<file path="config.mk">
export PLATFORM = sky130hd
export DESIGN_NAME = csr_user_counter_file
export DESIGN_NICKNAME = d
export VERILOG_FILES = /design/src/rtl/csr_user_counter_file.sv
export SDC_FILE = /design/constraint.sdc
export NUM_CORES = 1
export LEC_CHECK = 0
export CORE_MARGIN = 2
export CORE_UTILIZATION = 37
export CTS_CLUSTER_DIAMETER = 150
export DETAILED_ROUTE_END_ITERATION = 6
export REMOVE_ABC_BUFFERS = 1
export SETUP_SLACK_MARGIN = 0.1
export SYNTH_ARGS = -nofsm -noshare
export SYNTH_HDL_FRONTEND = slang
export SYNTH_SLANG_ARGS = --single-unit
</file>
<file path="constraint.sdc">
create_clock -name clk_i -period 8.1 [get_ports clk_i]
set_clock_uncertainty 0.1 [all_clocks]
set_input_delay 2.43 -clock clk_i [delete_from_list [all_inputs] [get_ports clk_i]]
set_output_delay 2.43 -clock clk_i [all_outputs]
set_load 0.1 [all_outputs]
</file>
<file path="src/rtl/csr_user_counter_file.sv">
// rtl/csr_user_counter_file.sv - FP status and counter CSR responder on the commit-stage request channel
module csr_user_counter_file #(
    parameter int COUNTER_W = 64
) (
    input  logic        clk_i,
    input  logic        rst_i,
    input  logic [86:0] req_cpu_csr_i,
    output logic        csr_resp_valid_o,
    output logic [63:0] csr_rdata_o,
    output logic        csr_illegal_o,
    output logic [2:0]  frm_o,
    output logic [4:0]  fflags_o
);

    typedef enum logic [2:0] {
        CMD_NOPE   = 3'd0,
        CMD_WRITE  = 3'd1,
        CMD_SET    = 3'd2,
        CMD_CLEAR  = 3'd3,
        CMD_READ   = 3'd4,
        CMD_SYS    = 3'd5,
        CMD_N2     = 3'd6,
        CMD_VSELVL = 3'd7
    } csr_cmd_t;

    // req_cpu_csr_t, packed MSB first: addr[86:75] cmd[74:72] data[71:8] exc[7] retire[6:5] fp_status[4:0]
    typedef struct packed {
        logic [11:0] csr_rw_addr;
        csr_cmd_t    csr_rw_cmd;
        logic [63:0] csr_rw_data;
        logic        csr_exception;
        logic [1:0]  csr_retire;
        logic [4:0]  fp_status;
    } req_cpu_csr_t;

    localparam logic [11:0] ADDR_FFLAGS   = 12'h001;
    localparam logic [11:0] ADDR_FRM      = 12'h002;
    localparam logic [11:0] ADDR_FCSR     = 12'h003;
    localparam logic [11:0] ADDR_MSCRATCH = 12'h340;
    localparam logic [11:0] ADDR_MCYCLE   = 12'hB00;
    localparam logic [11:0] ADDR_MINSTRET = 12'hB02;
    localparam logic [11:0] ADDR_CYCLE    = 12'hC00;
    localparam logic [11:0] ADDR_INSTRET  = 12'hC02;

    req_cpu_csr_t req;
    assign req = req_cpu_csr_t'(req_cpu_csr_i);

    logic [4:0]           fflags_q;
    logic [2:0]           frm_q;
    logic [63:0]          mscratch_q;
    logic [COUNTER_W-1:0] cycle_q;
    logic [COUNTER_W-1:0] instret_q;

    logic        cmd_accepted;
    logic        is_read;
    logic        addr_mapped;
    logic        addr_ro;
    logic        req_illegal;
    logic        do_write;
    logic [63:0] old_val;
    logic [63:0] new_val;

    logic hit_fflags;
    logic hit_frm;
    logic hit_fcsr;
    logic hit_mscratch;
    logic hit_mcycle;
    logic hit_minstret;
    logic hit_cycle;
    logic hit_instret;

    logic [COUNTER_W-1:0] retire_cnt;

    assign hit_fflags   = (req.csr_rw_addr == ADDR_FFLAGS);
    assign hit_frm      = (req.csr_rw_addr == ADDR_FRM);
    assign hit_fcsr     = (req.csr_rw_addr == ADDR_FCSR);
    assign hit_mscratch = (req.csr_rw_addr == ADDR_MSCRATCH);
    assign hit_mcycle   = (req.csr_rw_addr == ADDR_MCYCLE);
    assign hit_minstret = (req.csr_rw_addr == ADDR_MINSTRET);
    assign hit_cycle    = (req.csr_rw_addr == ADDR_CYCLE);
    assign hit_instret  = (req.csr_rw_addr == ADDR_INSTRET);

    assign cmd_accepted = !req.csr_exception &&
                          ((req.csr_rw_cmd == CMD_READ)  || (req.csr_rw_cmd == CMD_WRITE) ||
                           (req.csr_rw_cmd == CMD_SET)   || (req.csr_rw_cmd == CMD_CLEAR));
    assign is_read      = (req.csr_rw_cmd == CMD_READ);

    assign addr_mapped  = hit_fflags | hit_frm | hit_fcsr | hit_mscratch |
                          hit_mcycle | hit_minstret | hit_cycle | hit_instret;
    assign addr_ro      = hit_cycle | hit_instret;
    assign req_illegal  = !addr_mapped || (addr_ro && !is_read);
    assign do_write     = cmd_accepted && !req_illegal && !is_read;

    // Old value is the pre-update state, so counter reads see the value before this cycle's increment
    always_comb begin
        old_val = 64'd0;
        if (hit_fflags) begin
            old_val = {59'd0, fflags_q};
        end else if (hit_frm) begin
            old_val = {61'd0, frm_q};
        end else if (hit_fcsr) begin
            old_val = {56'd0, frm_q, fflags_q};
        end else if (hit_mscratch) begin
            old_val = mscratch_q;
        end else if (hit_mcycle || hit_cycle) begin
            old_val = 64'(cycle_q);
        end else if (hit_instret || hit_minstret) begin
            old_val = 64'(instret_q);
        end
    end

    always_comb begin
        new_val = old_val;
        case (req.csr_rw_cmd)
            CMD_WRITE: new_val = req.csr_rw_data;
            CMD_SET:   new_val = old_val | req.csr_rw_data;
            CMD_CLEAR: new_val = old_val & ~req.csr_rw_data;
            default:   new_val = old_val;
        endcase
    end

    assign retire_cnt = COUNTER_W'(req.csr_retire[0]) + COUNTER_W'(req.csr_retire[1]);

    always_ff @(posedge clk_i) begin
        if (rst_i) begin
            csr_resp_valid_o <= 1'b0;
            csr_illegal_o    <= 1'b0;
            csr_rdata_o      <= 64'd0;
        end else begin
            csr_resp_valid_o <= cmd_accepted;
            csr_illegal_o    <= cmd_accepted && req_illegal;
            csr_rdata_o      <= (cmd_accepted && !req_illegal) ? old_val : 64'd0;
        end
    end

    // Flags raised by the FPU this cycle are OR-ed on top of any software write
    always_ff @(posedge clk_i) begin
        if (rst_i) begin
            fflags_q <= 5'd0;
            frm_q    <= 3'd0;
        end else begin
            if (do_write && (hit_fflags || hit_fcsr)) begin
                fflags_q <= new_val[4:0] | req.fp_status;
            end else begin
                fflags_q <= fflags_q | req.fp_status;
            end
            if (do_write && hit_frm) begin
                frm_q <= new_val[2:0];
            end else if (do_write && hit_fcsr) begin
                frm_q <= new_val[7:5];
            end
        end
    end

    always_ff @(posedge clk_i) begin
        if (rst_i) begin
            mscratch_q <= 64'd0;
        end else if (do_write && hit_mscratch) begin
            mscratch_q <= new_val;
        end
    end

    // A software write to a counter replaces that cycle's increment
    always_ff @(posedge clk_i) begin
        if (rst_i) begin
            cycle_q   <= '0;
            instret_q <= '0;
        end else begin
            if (do_write && hit_mcycle) begin
                cycle_q <= new_val[COUNTER_W-1:0];
            end else begin
                cycle_q <= cycle_q + COUNTER_W'(1);
            end
            if (do_write && hit_minstret) begin
                instret_q <= new_val[COUNTER_W-1:0];
            end else begin
                instret_q <= instret_q + retire_cnt;
            end
        end
    end

    assign frm_o    = frm_q;
    assign fflags_o = fflags_q;

endmodule

</file>
[Word-level counts from Yosys, hierarchy flattened]
Cells that the tools add are included.
Word-level totals
  register bits: 266
  input bits: 89
  output and inout bits: 74
  word-level logic and storage cells: 73
Cells by class
  add/sub/neg operators: 3
  equality and inequality tests: 12
  mux-type cells: 12
  bitwise logic cells: 14
  reductions and logical operators: 24
Operators with widths (count)
  $mux W64: 8
  $pmux W64 S3: 1
  $add A64 B1 Y64 const B: 1
  $add A64 B2 Y64: 1
  $and A64 B64 Y64: 1
  $not A64 Y64: 1
  $or A64 B64 Y64: 1
  $eq A12 B12 Y1 const B: 4
  $eq A12 B2 Y1 const B: 2
  $eq A12 B1 Y1 const B: 1
  $eq A12 B10 Y1 const B: 1
  $logic_and A1 B1 Y1: 11
  $or A5 B5 Y5: 2
  $or A1 B1 Y1: 8
  $logic_or A1 B1 Y1: 7
  $eq A3 B2 Y1 const B: 2
  $mux W3: 2
  $mux W5: 1
  $logic_not A1 Y1: 4
  $eq A3 B1 Y1 const B: 1
  $eq A3 B3 Y1 const B: 1
  $add A1 B1 Y2: 1
  $reduce_bool A2 Y1: 1
  $reduce_or A2 Y1: 1
  $not A1 Y1: 1

[Logic depth before layout (Yosys ltp)]
Gate-level depths: netlist of run 1.
  depth after elaboration: 16
  depth in mapped cells: 10
  mapped depth without buffers: 10

[Least setup slack after synthesis of run 1]
No wires, ideal clock.
  kind: input to register
  start point: input req_cpu_csr_i[75]
  end point: register instret_q[54]
  library setup time: 0.146 ns
  arrival time: 4.372 ns
  data required time: 7.854 ns
  path slack: 3.482 ns
  stages: 9
  buffers on the path: 3
  path through: or4b_1 > buf_2 > nand2b_1 > or4_4 > or2_1 > buf_6 > buf_2 > nor2_1 > a211oi_2
Between the ends
  cells in the longest elaborated chain, start to end: 15
  elaborated cells between the ends (all ways): 35
  classes of those cells: eq/ne (8); mux (8); bitwise (10); reduce/logical (9)
Ends and longest elaborated chain
  start: declaration: line 7  | input logic [86:0] req_cpu_csr_i,
  $eq A12 B1 Y1 / $eq A12 B2 Y1 (equally long branches): line 74, 75
  $or A1 B1 Y1 (4 in series): line 88  | assign addr_mapped = hit_fflags | hit_frm | hit_fcsr | hit_mscratch |
  $or A1 B1 Y1 (3 in series): line 89  | hit_mcycle | hit_minstret | hit_cycle | hit_instret;
  $logic_not A1 Y1: line 91  | assign req_illegal = !addr_mapped || (addr_ro && !is_read);
  $logic_or A1 B1 Y1: line 91
  $logic_not A1 Y1: line 92  | assign do_write = cmd_accepted && !req_illegal && !is_read;
  $logic_and A1 B1 Y1 (2 in series): line 92
  $logic_and A1 B1 Y1: line 174  | if (do_write && hit_minstret) begin
  $mux W64 *: line 174
  end signal: assignment: line 175  | instret_q <= new_val[COUNTER_W-1:0];
  end signal: assignment: line 177  | instret_q <= instret_q + retire_cnt;
  end: declaration: line 52  | logic [COUNTER_W-1:0] instret_q;
Every way passes the cells marked *; elsewhere a longest branch is shown, timed or not.
A chain may end at the register's enable or synchronous reset.

[Final worst setup path of run 1]
  start point: input req_cpu_csr_i[75]
  end point: register instret_q[35]
The elaborated chain is that of the path after synthesis.

==> results.txt, run 1 <==
post-route ant nets: 0
CTS sink cnt: 266
Post-synth top cells: dfxtp_1 (266), nor2_1 (222), nand2_1 (190)
WL final: 47.7 mm
number of synthesized flops with an enable pin: 0
power density over the cells: 173 nW/um2
Worst VDD drop: 0.000125 V
nets@finish: 1,920
pin count of the biggest net entering global routing: 80
die area: 40,500 um2
P&R area growth vs syn: 20.7%
post-cts gate resize count: 0
f_max: 0.177 GHz
TritonCTS Buffers: 35
sequential cell area fraction in the yosys report: 37.0%
initial antenna violation count: 0
CTS max path bufs: 3
synth unique cells: 67
Period Utilization, post-route: 69.7%
dominant cell type by area after synthesis: dfxtp_1
CP bufs+invs: 2
Synth Instances: 1,728
ranking of synthesized cells by area: dfxtp_1 (37%), xnor2_1 (6.4%), nor2_1 (5.8%), nand2_1 (5.0%), xor2_1 (4.0%)
vias in the first global route: 13,100
setup bufs post-CTS: 0
crit path DAT: 5.98 ns
status: finished, final reports clean
Crit-path slowest cell: or4b_1
Crit Reg-Reg Endpoint: cycle_q[62]
Worst setup SP type: input port
Initial Util: 37.3%
# diodes: 0
DR DRC count: 0
Clock Pin Slew Worst Setup and Hold Paths: 0.05 ns
gr usage total: 23.1%
crit path cell chain: clkdlybuf4s50_1, or4b_1, nand2b_1, or4_4, nor2_2, buf_4, nor2_1, a211oi_1
cell area after synthesis: 14,400 um2
initial detailed-routing violation count: 1,235
Setup TNS: 0 ns
WHS: 0.350 ns
normalized max-slew margin: 22.3%
max-capacitance violation count: 0
post-DP HPWL: 32.4 mm
FF-to-FF setup slack: 5.06 ns
Syn Area/Cell: 8.33 um2
largest fanout on the critical path: 23
top cell type's share of synthesized area: 37.0%
Post-CTS Hold Buffers: 0
vias per cell: 5.65
R2R cell count: 6
final setup vio count: 0
final critical-path required period: 5.65 ns
clk_lat worst skew: 0.52 ns
IO buf count: 162
ys async rst share: 0%
overall die height: 201 um
worst path required time: 8.43 ns
hold path depth: 2
fin util: 45.0%
Vias: 13,400
measured slew at the worst slew-check pin: 1.17 ns
GP Congestion: 0.854
RSZ-0062 raised after global routing: false
flops & latches, synth: 266
leakage: 5.82 nW
crit path kind: in2reg
hold wc startpoint: mscratch_q[22]
Die Width: 201 um
final hold vios: 0
top_reg_cell synth: dfxtp_1
cell family contributing the most delay on the critical path: simple AND/OR/NAND/NOR gates
io pins: 163
Ys Warns: 0
first-pass GRT wire length: 75.0 mm
Pins Over Slew Limit: 0
critical path endpoint category: flop
core area: 38,600 um2
CTS root buffer: clkbuf_16
share of cells above drive strength 1: 9.47%
Filler cells: 3,863
# rows: 72
grt ovf: 0
most frequent cell after synthesis: dfxtp_1
register area: 5330 um2
Hold Path End: mscratch_q[22]
first-pass iteration count of the detailed router: 5
H-tree levels: 2
fin worst setup slack: 2.45 ns
area occupied by multi-input gates: 8490 um2
worst r2r src: cycle_q[8]
slowest cell delay on critical path: 0.83 ns
CTS tree: yes
Hold WC Path Type: reg2reg
DR WL/cell: 20.2 um
Place WS: 1.95 ns
==> per-layer routing <==
| metal | GRT usage (%) | part of all wire [%] |
|---|---|---|
| met5 | 0 | 0 |
| met4 | 6.85 | 2.7 |
| met3 | 3.43 | 5.8 |
| met2 | 37.7 | 46 |
| met1 | 31.5 | 46 |
==> power by group <==
part           internal [mW]  switching [mW]
sequential              1.32         0.00516
combinational         0.0932           0.146
clock                  0.858           0.584
==> kinds of logic (layout without fill, tap and decap cells) <==
| family | count (synthesis) | after routing | synth area share (%) |
|---|---|---|---|
| AOI/OAI and AO/OA | 392 | 392 | 20.3 |
| buffers and inverters | 141 | 260 | 4.39 |
| muxes | 62 | 62 | 4.60 |
| xor gates and xnor gates | 171 | 171 | 10.4 |
| DFF | 266 | 266 | 37.0 |
| adders and majority gates | 3 | 3 | 0.313 |
| and+or+nand+nor | 693 | 693 | 23.0 |
==> worst min-delay path, stage by stage (launching register included) <==
cell,delay [ns]
dfxtp_1,0.31
nand2_1,0.05
a21oi_1,0.05
==> state kept, by name, indices dropped and copies added, names as in the netlist <==
| signal | cells |
|---|---|
| csr_rdata_o | 64 |
| csr_illegal_o | 1 |
| mscratch_q | 64 |
| frm_o | 3 |
| instret_q | 64 |
| csr_resp_valid_o | 1 |
| fflags_o | 5 |
| cycle_q | 64 |
==> how the worst max path moves through the flow <==
stage | depth (start not counted) | to | start | slack (ns)
3_5_place_dp | 8 | instret_q[35] | req_cpu_csr_i[75] | 1.95
2_1_floorplan | 5 | mscratch_q[1] | req_cpu_csr_i[80] | 0.37
5_1_grt | 8 | instret_q[35] | req_cpu_csr_i[75] | 2.22
6_report | 8 | instret_q[35] | req_cpu_csr_i[75] | 2.45
4_1_cts | 8 | instret_q[35] | req_cpu_csr_i[75] | 2.49
3_3_place_gp | 8 | instret_q[35] | req_cpu_csr_i[75] | 2.03
==> area by class of cell <==
| cell class | instances | area share, % |
|---|---|---|
| clock buffer | 52 | 5.82 |
| clock inverter | 4 | 0.202 |
| inverter | 20 | 0.432 |
| multi-input combinational | 1321 | 48.9 |
| sequential | 266 | 30.7 |
| tap | 518 | 3.73 |
| timing repair buffer | 184 | 10.2 |
==> metrics by stage <==
stage,instance area (um2),cells,power [mW]
after floorplan,13800,1607,1.46
after global placement,16300,2309,1.58
after detailed placement,16300,2309,1.58
after CTS,17400,2365,3.03
after global routing,17400,2365,3.11
final,17400,2365,3.00
==> layout by cell type (no fill, tap or decap), types with 5 or more instances in the layout <==
cell type	count
o21ai_0	48
and3_1	24
or2_2	5
o21ai_1	7
xnor2_1	105
or3_1	8
mux2i_1	29
a21oi_1	54
nor2_1	220
and2_1	10
a31oi_1	13
o21a_1	15
clkbuf_16	36
and4_1	13
clkbuf_1	11
a211oi_2	37
a2111oi_0	6
a22o_1	20
mux2_2	33
nand4_1	46
nand3_1	75
o22ai_1	25
clkbuf_8	5
a211oi_1	62
o31ai_2	5
nand2_1	189
buf_4	25
inv_1	18
a2bb2oi_1	15
nand2b_1	5
nor4_1	24
o211a_1	8
a22oi_1	55
clkdlybuf4s50_1	159
nor3_1	36
xor2_1	66
or4_1	9
dfxtp_1	266
Power figures use the tool's default switching activity.
==> inputs of run 2 (changes only) <==
clock period = 5.15 ns   (was 8.1 ns; I/O delays follow)
==> run 2 against run 1 <==
Net effect: hold slack is essentially flat; critical path depth is the same; die area is the same; register-to-register slack lost 3.0 ns; setup slack lost 1.5 ns; global-route usage grew 0.48 points; via count grew 1.2%; critical path type unchanged; largest cell class unchanged; largest power group unchanged; highest routed layer unchanged.
==> results.txt, run 2 (synthesized netlist as in run 1, its figures left out) <==
TritonCTS Buffers: 34 (-2.9%)
CTS tree: yes
RSZ-0062 raised after global routing: false
leakage: 5.98 nW (+2.7%)
clk_lat worst skew: 0.55 ns (+0.03 ns)
max-capacitance violation count: 0 (unchanged)
vias per cell: 5.68 (+0.62%)
logic gate share of total power: 7.5% (-0.5 points)
post-route ant nets: 0 (unchanged)
DR DRC count: 0 (unchanged)
P_sw: 1.20 mW (+62%)
H-tree levels: 2 (unchanged)
Crit-path slowest cell: or4_1
final hold vios: 0 (unchanged)
largest fanout on the critical path: 31 (+35%)
post-DP HPWL: 33.5 mm (+3.3%)
Filler cells: 3,869 (+0.16%)
clock share of power: 51.9% (+3.8 points)
CTS root buffer: clkbuf_16
# rows: 72 (unchanged)
GP Congestion: 0.887 (+3.8%)
Clock Pin Slew Worst Setup and Hold Paths: 0.06 ns (about the same)
WHS: 0.351 ns (+0.000437 ns)
Vias: 13,500 (+1.2%)
highest-count cells in the layout ignoring fill and taps: dfxtp_1 (266), nor2_1 (220), nand2_1 (189)
die area: 40,500 um2 (unchanged)
Sw Share: 23.4% (-1.1 points)
core area: 38,600 um2 (unchanged)
power density over the cells: 289 nW/um2 (+67%)
Die Width: 201 um (unchanged)
io pins: 163 (unchanged)
Hold WC Path Type: reg2reg
initial detailed-routing violation count: 1,074 (-13%)
Initial Util: 37.3% (unchanged)
final setup vio count: 0 (unchanged)
Period Utilization, post-route: 81.2%
gr usage total: 23.5% (+0.48 points)
measured slew at the worst slew-check pin: 1.08 ns (-0.0824 ns)
fin cells: 2,379 (+0.59%)
Worst setup SP type: input port
Internal: 3.92 mW (+73%)
nets@finish: 1,932 (+0.63%)
f_max: 0.239 GHz
commonest non-fill, non-tap cell in the layout: dfxtp_1
dpl cells: 2,322 (+0.56%)
CTS sink cnt: 266 (unchanged)
Worst VDD drop: 0.000178 V (+43%)
initial antenna violation count: 1 (+1)
grt ovf: 0 (unchanged)
IO buf count: 162 (unchanged)
FF-to-FF setup slack: 2.04 ns (-3.02 ns)
first-pass iteration count of the detailed router: 6 (+1)
vias in the first global route: 13,300 (+1.8%)
CTS max path bufs: 3 (unchanged)
share of cells above drive strength 1: 10.5% (+1.0 points)
setup bufs post-CTS: 0 (unchanged)
sequential power share: 40.6% (-3.4 points)
pin count of the biggest net entering global routing: 72 (-10%)
WL final: 48.8 mm (+2.2%)
worst path required time: 5.48 ns (-2.95 ns)
normalized max-slew margin: 27.2% (+4.9 points)
crit path DAT: 4.52 ns (-1.46 ns)
slowest cell delay on critical path: 0.88 ns (+0.05 ns)
post-cts gate resize count: 0 (unchanged)
DR WL/cell: 20.5 um (+1.6%)
final critical-path required period: 4.18 ns
overall die height: 201 um (unchanged)
status: finished, final reports clean
crit path kind: in2reg
Post-CTS Hold Buffers: 0 (unchanged)
first-pass GRT wire length: 76.1 mm (+1.5%)
# diodes: 0 (unchanged)
P&R area growth vs syn: 22.9%
Pins Over Slew Limit: 0 (unchanged)
crit path cell chain: clkdlybuf4s50_1, or4_1, a211oi_4, buf_4, a22oi_1, o21ai_0, nor2_1, a211oi_1
critical path endpoint category: flop
run 2: changes by cell type in the layout (fill, tap and decap cells not counted), moves of 2 or more:
cell	change
buf_4	+8
clkinvlp_4	+2
clkbuf_1	-6
buf_12	+5
bufinv_16	+8
run 2: path summary, 6_finish.rpt:
kind / from / endpoint / depth (start not counted)
min: mscratch_q[9] / mscratch_q[9] / 2
max: req_cpu_csr_i[80] / cycle_q[55] / 8
max reg2reg: cycle_q[8] / cycle_q[60] / 6
min reg2reg: mscratch_q[9] / mscratch_q[9] / 2
run 2: worst max-delay path: cells and delay by family:
family          cells  cell delay [ns]
buf+inv             2             0.85
compound gates      4             1.09
simple gates        2             0.99
run 2: area by class of cell:
| class | count | area [um2] | area share [%] |
|---|---|---|---|
| repair buffers | 197 | 1940 | 11.0 |
| multi-input cells | 1321 | 8480 | 47.9 |
| well taps | 518 | 648 | 3.66 |
| clock inverters | 13 | 274 | 1.55 |
| clock buffers | 44 | 950 | 5.37 |
| flip-flops and latches | 266 | 5330 | 30.1 |
| inverters | 20 | 75.1 | 0.424 |
run 2: power groups by stage:
stage	registers [mW]	clock network (mW)	logic, mW
CTS	2.08	2.70	0.381
global placement	2.12	0	0.379
detailed placement	2.12	0	0.378
global route	2.08	2.77	0.408
floorplan	2.14	0	0.149
finish	2.08	2.65	0.384
run 2: metrics by stage:
| stage | util, % | total power, mW | cell area, um2 | setup slack, ns | TNS, ns |
|---|---|---|---|---|---|
| floorplan | - | 2.29 | 13800 | -1.69 | -135.69 |
| detailed placement | 42.7 | 2.50 | 16500 | 0.479 | 0 |
| CTS | 45.9 | 5.16 | 17700 | 1.02 | 0 |
| global route | 45.9 | 5.25 | 17700 | 0.797 | 0 |
| finish | 45.9 | 5.11 | 17700 | 0.969 | 0 |
| global placement | 42.7 | 2.50 | 16500 | 0.503 | 0 |
run 2: per-layer routing:
layer	up-vias	global-route usage (%)	wire length, um
met5	-	0	0
met4	0	8.27	1360
met3	96	3.58	3030
met2	482	38.5	22400
met1	6497	31.6	22000
li1	6446	-	-
==> inputs of run 3 (changes only) <==
clock period = 4.2 ns   (was 5.15 ns; I/O delays follow)
==> run 3 against run 2 <==
Net effect: non-clock buffer count increased by 37; core utilization increased by 0.36 points; flip-flop and latch count unchanged; clock power increased by 3%; clock-buffer cell count increased by 2; wire length decreased by 2.0%; cell count increased by 1.5%; first-iteration DRC count decreased by 5.1%; critical path type unchanged; critical endpoint is now cycle_q[63]; largest power group unchanged.
==> results.txt, run 3 (synthesized netlist as in run 1, its figures left out) <==
fin cells: 2,415 (+1.5%)
Internal: 4.34 mW (+11%)
CTS max path bufs: 3 (unchanged)
highest-count cells in the layout ignoring fill and taps: dfxtp_1 (266), nor2_1 (220), nand2_1 (189)
crit path cell chain: clkdlybuf4s50_1, or4_1, buf_4, a2111oi_0, buf_4, o21ai_0, a31oi_1, nor2_1, a211oi_1
DR DRC count: 0 (unchanged)
Vias: 13,500 (+0.037%)
die area: 40,500 um2 (unchanged)
CP most frequent cell: buf_4
setup bufs post-CTS: 0 (unchanged)
measured slew at the worst slew-check pin: 1.10 ns (+0.0194 ns)
# diodes: 0 (unchanged)
leakage: 6.10 nW (+2.0%)
commonest non-fill, non-tap cell in the layout: dfxtp_1
initial detailed-routing violation count: 1,019 (-5.1%)
final critical-path required period: 3.62 ns
worst r2r src: cycle_q[8]
first-pass GRT wire length: 74.6 mm (-2.1%)
grt ovf: 0 (unchanged)
worst path required time: 4.59 ns (-0.89 ns)
TritonCTS Buffers: 31 (-8.8%)
first-pass iteration count of the detailed router: 5 (-1)
clock share of power: 47.3% (-4.6 points)
sequential power share: 44.3% (+3.7 points)
Initial Util: 37.3% (unchanged)
DR WL/cell: 19.8 um (-3.4%)
vias in the first global route: 13,000 (-2.4%)
critical path endpoint category: flop
post-DP HPWL: 33.9 mm (+1.2%)
status: finished, final reports clean
cell family contributing the most delay on the critical path: compound AO/OA/AOI/OAI gates
gr usage total: 23.0% (-0.54 points)
normalized max-slew margin: 25.9% (-1.3 points)
vias per cell: 5.60 (-1.5%)
io pins: 163 (unchanged)
power density over the cells: 322 nW/um2 (+11%)
CTS sink cnt: 266 (unchanged)
P&R area growth vs syn: 23.9%
Pins Over Slew Limit: 0 (unchanged)
GP Congestion: 0.874 (-1.4%)
Place WS: -0.0379 ns (-0.517 ns)
Die Width: 201 um (unchanged)
initial antenna violation count: 1 (unchanged)
Worst VDD drop: 0.000302 V (+70%)
WHS: 0.352 ns (+0.00115 ns)
fin worst setup slack: 0.575 ns (-0.393 ns)
WL final: 47.8 mm (-2.0%)
RSZ-0062 raised after global routing: false
slowest cell delay on critical path: 0.63 ns (-0.25 ns)
clk_lat worst skew: 0.58 ns (+0.03 ns)
Clock Pin Slew Worst Setup and Hold Paths: 0.06 ns (about the same)
CP Launch Point: req_cpu_csr_i[80]
logic gate share of total power: 8.4% (+0.9 points)
overall die height: 201 um (unchanged)
Sw Share: 24.4% (+0.98 points)
core area: 38,600 um2 (unchanged)
# rows: 72 (unchanged)
post-cts gate resize count: 0 (unchanged)
CTS tree: yes
nets@finish: 1,966 (+1.8%)
f_max: 0.276 GHz
Period Utilization, post-route: 86.3%
pin count of the biggest net entering global routing: 74 (+2.8%)
final setup vio count: 0 (unchanged)
Post-CTS Hold Buffers: 0 (unchanged)
Crit-path slowest cell: or4_1
Hold WC Path Type: reg2reg
max-capacitance violation count: 0 (unchanged)
share of cells above drive strength 1: 12.3% (+1.8 points)
dpl cells: 2,359 (+1.6%)
CP bufs+invs: 3 (+1)
P_sw: 1.40 mW (+17%)
post-route ant nets: 0 (unchanged)
FF-to-FF setup slack: 1.09 ns (-0.95 ns)
crit path kind: in2reg
IO buf count: 162 (unchanged)
final hold vios: 0 (unchanged)
hold wc startpoint: mscratch_q[13]
H-tree levels: 1 (-1)
Worst setup SP type: input port
Setup TNS: 0 ns (unchanged)
largest fanout on the critical path: 13 (-58%)
crit path DAT: 4.02 ns (-0.50 ns)
CTS root buffer: clkbuf_16
==> run 3: per-layer routing <==
metal	vias to the layer above	track usage [%]	wire length, um
met5	-	0	13
met4	2	6.25	1390
met3	98	3.81	2710
met2	411	38.1	21900
met1	6488	31.0	21800
li1	6527	-	-
==> run 3: final timing paths <==
kind	cells past startpoint	to
max	9	cycle_q[63]
max reg2reg	6	cycle_q[50]
min reg2reg	2	mscratch_q[13]
min	2	mscratch_q[13]
==> run 3: cell type report <==
class                      count  area [um2]
tap                          518         648
sequential                   266        5330
inverter                      20        75.1
fill                        3926       20700
timing repair buffer         234        2280
multi-input combinational   1321        8480
clock buffer                  46         912
clock inverter                10         108
==> run 3: metrics by stage <==
stage	instance area (um2)	utilization, %	power [mW]
5_1_grt	17800	46.3	5.93
2_1_floorplan	13800	-	2.81
4_1_cts	17800	46.3	5.80
3_5_place_dp	16800	43.6	3.08
3_3_place_gp	16800	43.6	3.08
6_report	17800	46.3	5.74
==> run 3: power by group through the flow <==
stage	combinational (mW)	clock, mW	sequential [mW]
finish	0.481	2.72	2.54
global route	0.513	2.88	2.54
CTS	0.480	2.78	2.54
detailed placement	0.478	0	2.60
global placement	0.477	0	2.60
floorplan	0.182	0	2.63
==> run 3: worst min-delay path, stage by stage (launching register included) <==
cell,delay [ns]
dfxtp_1,0.31
nand2_1,0.05
a21oi_1,0.05
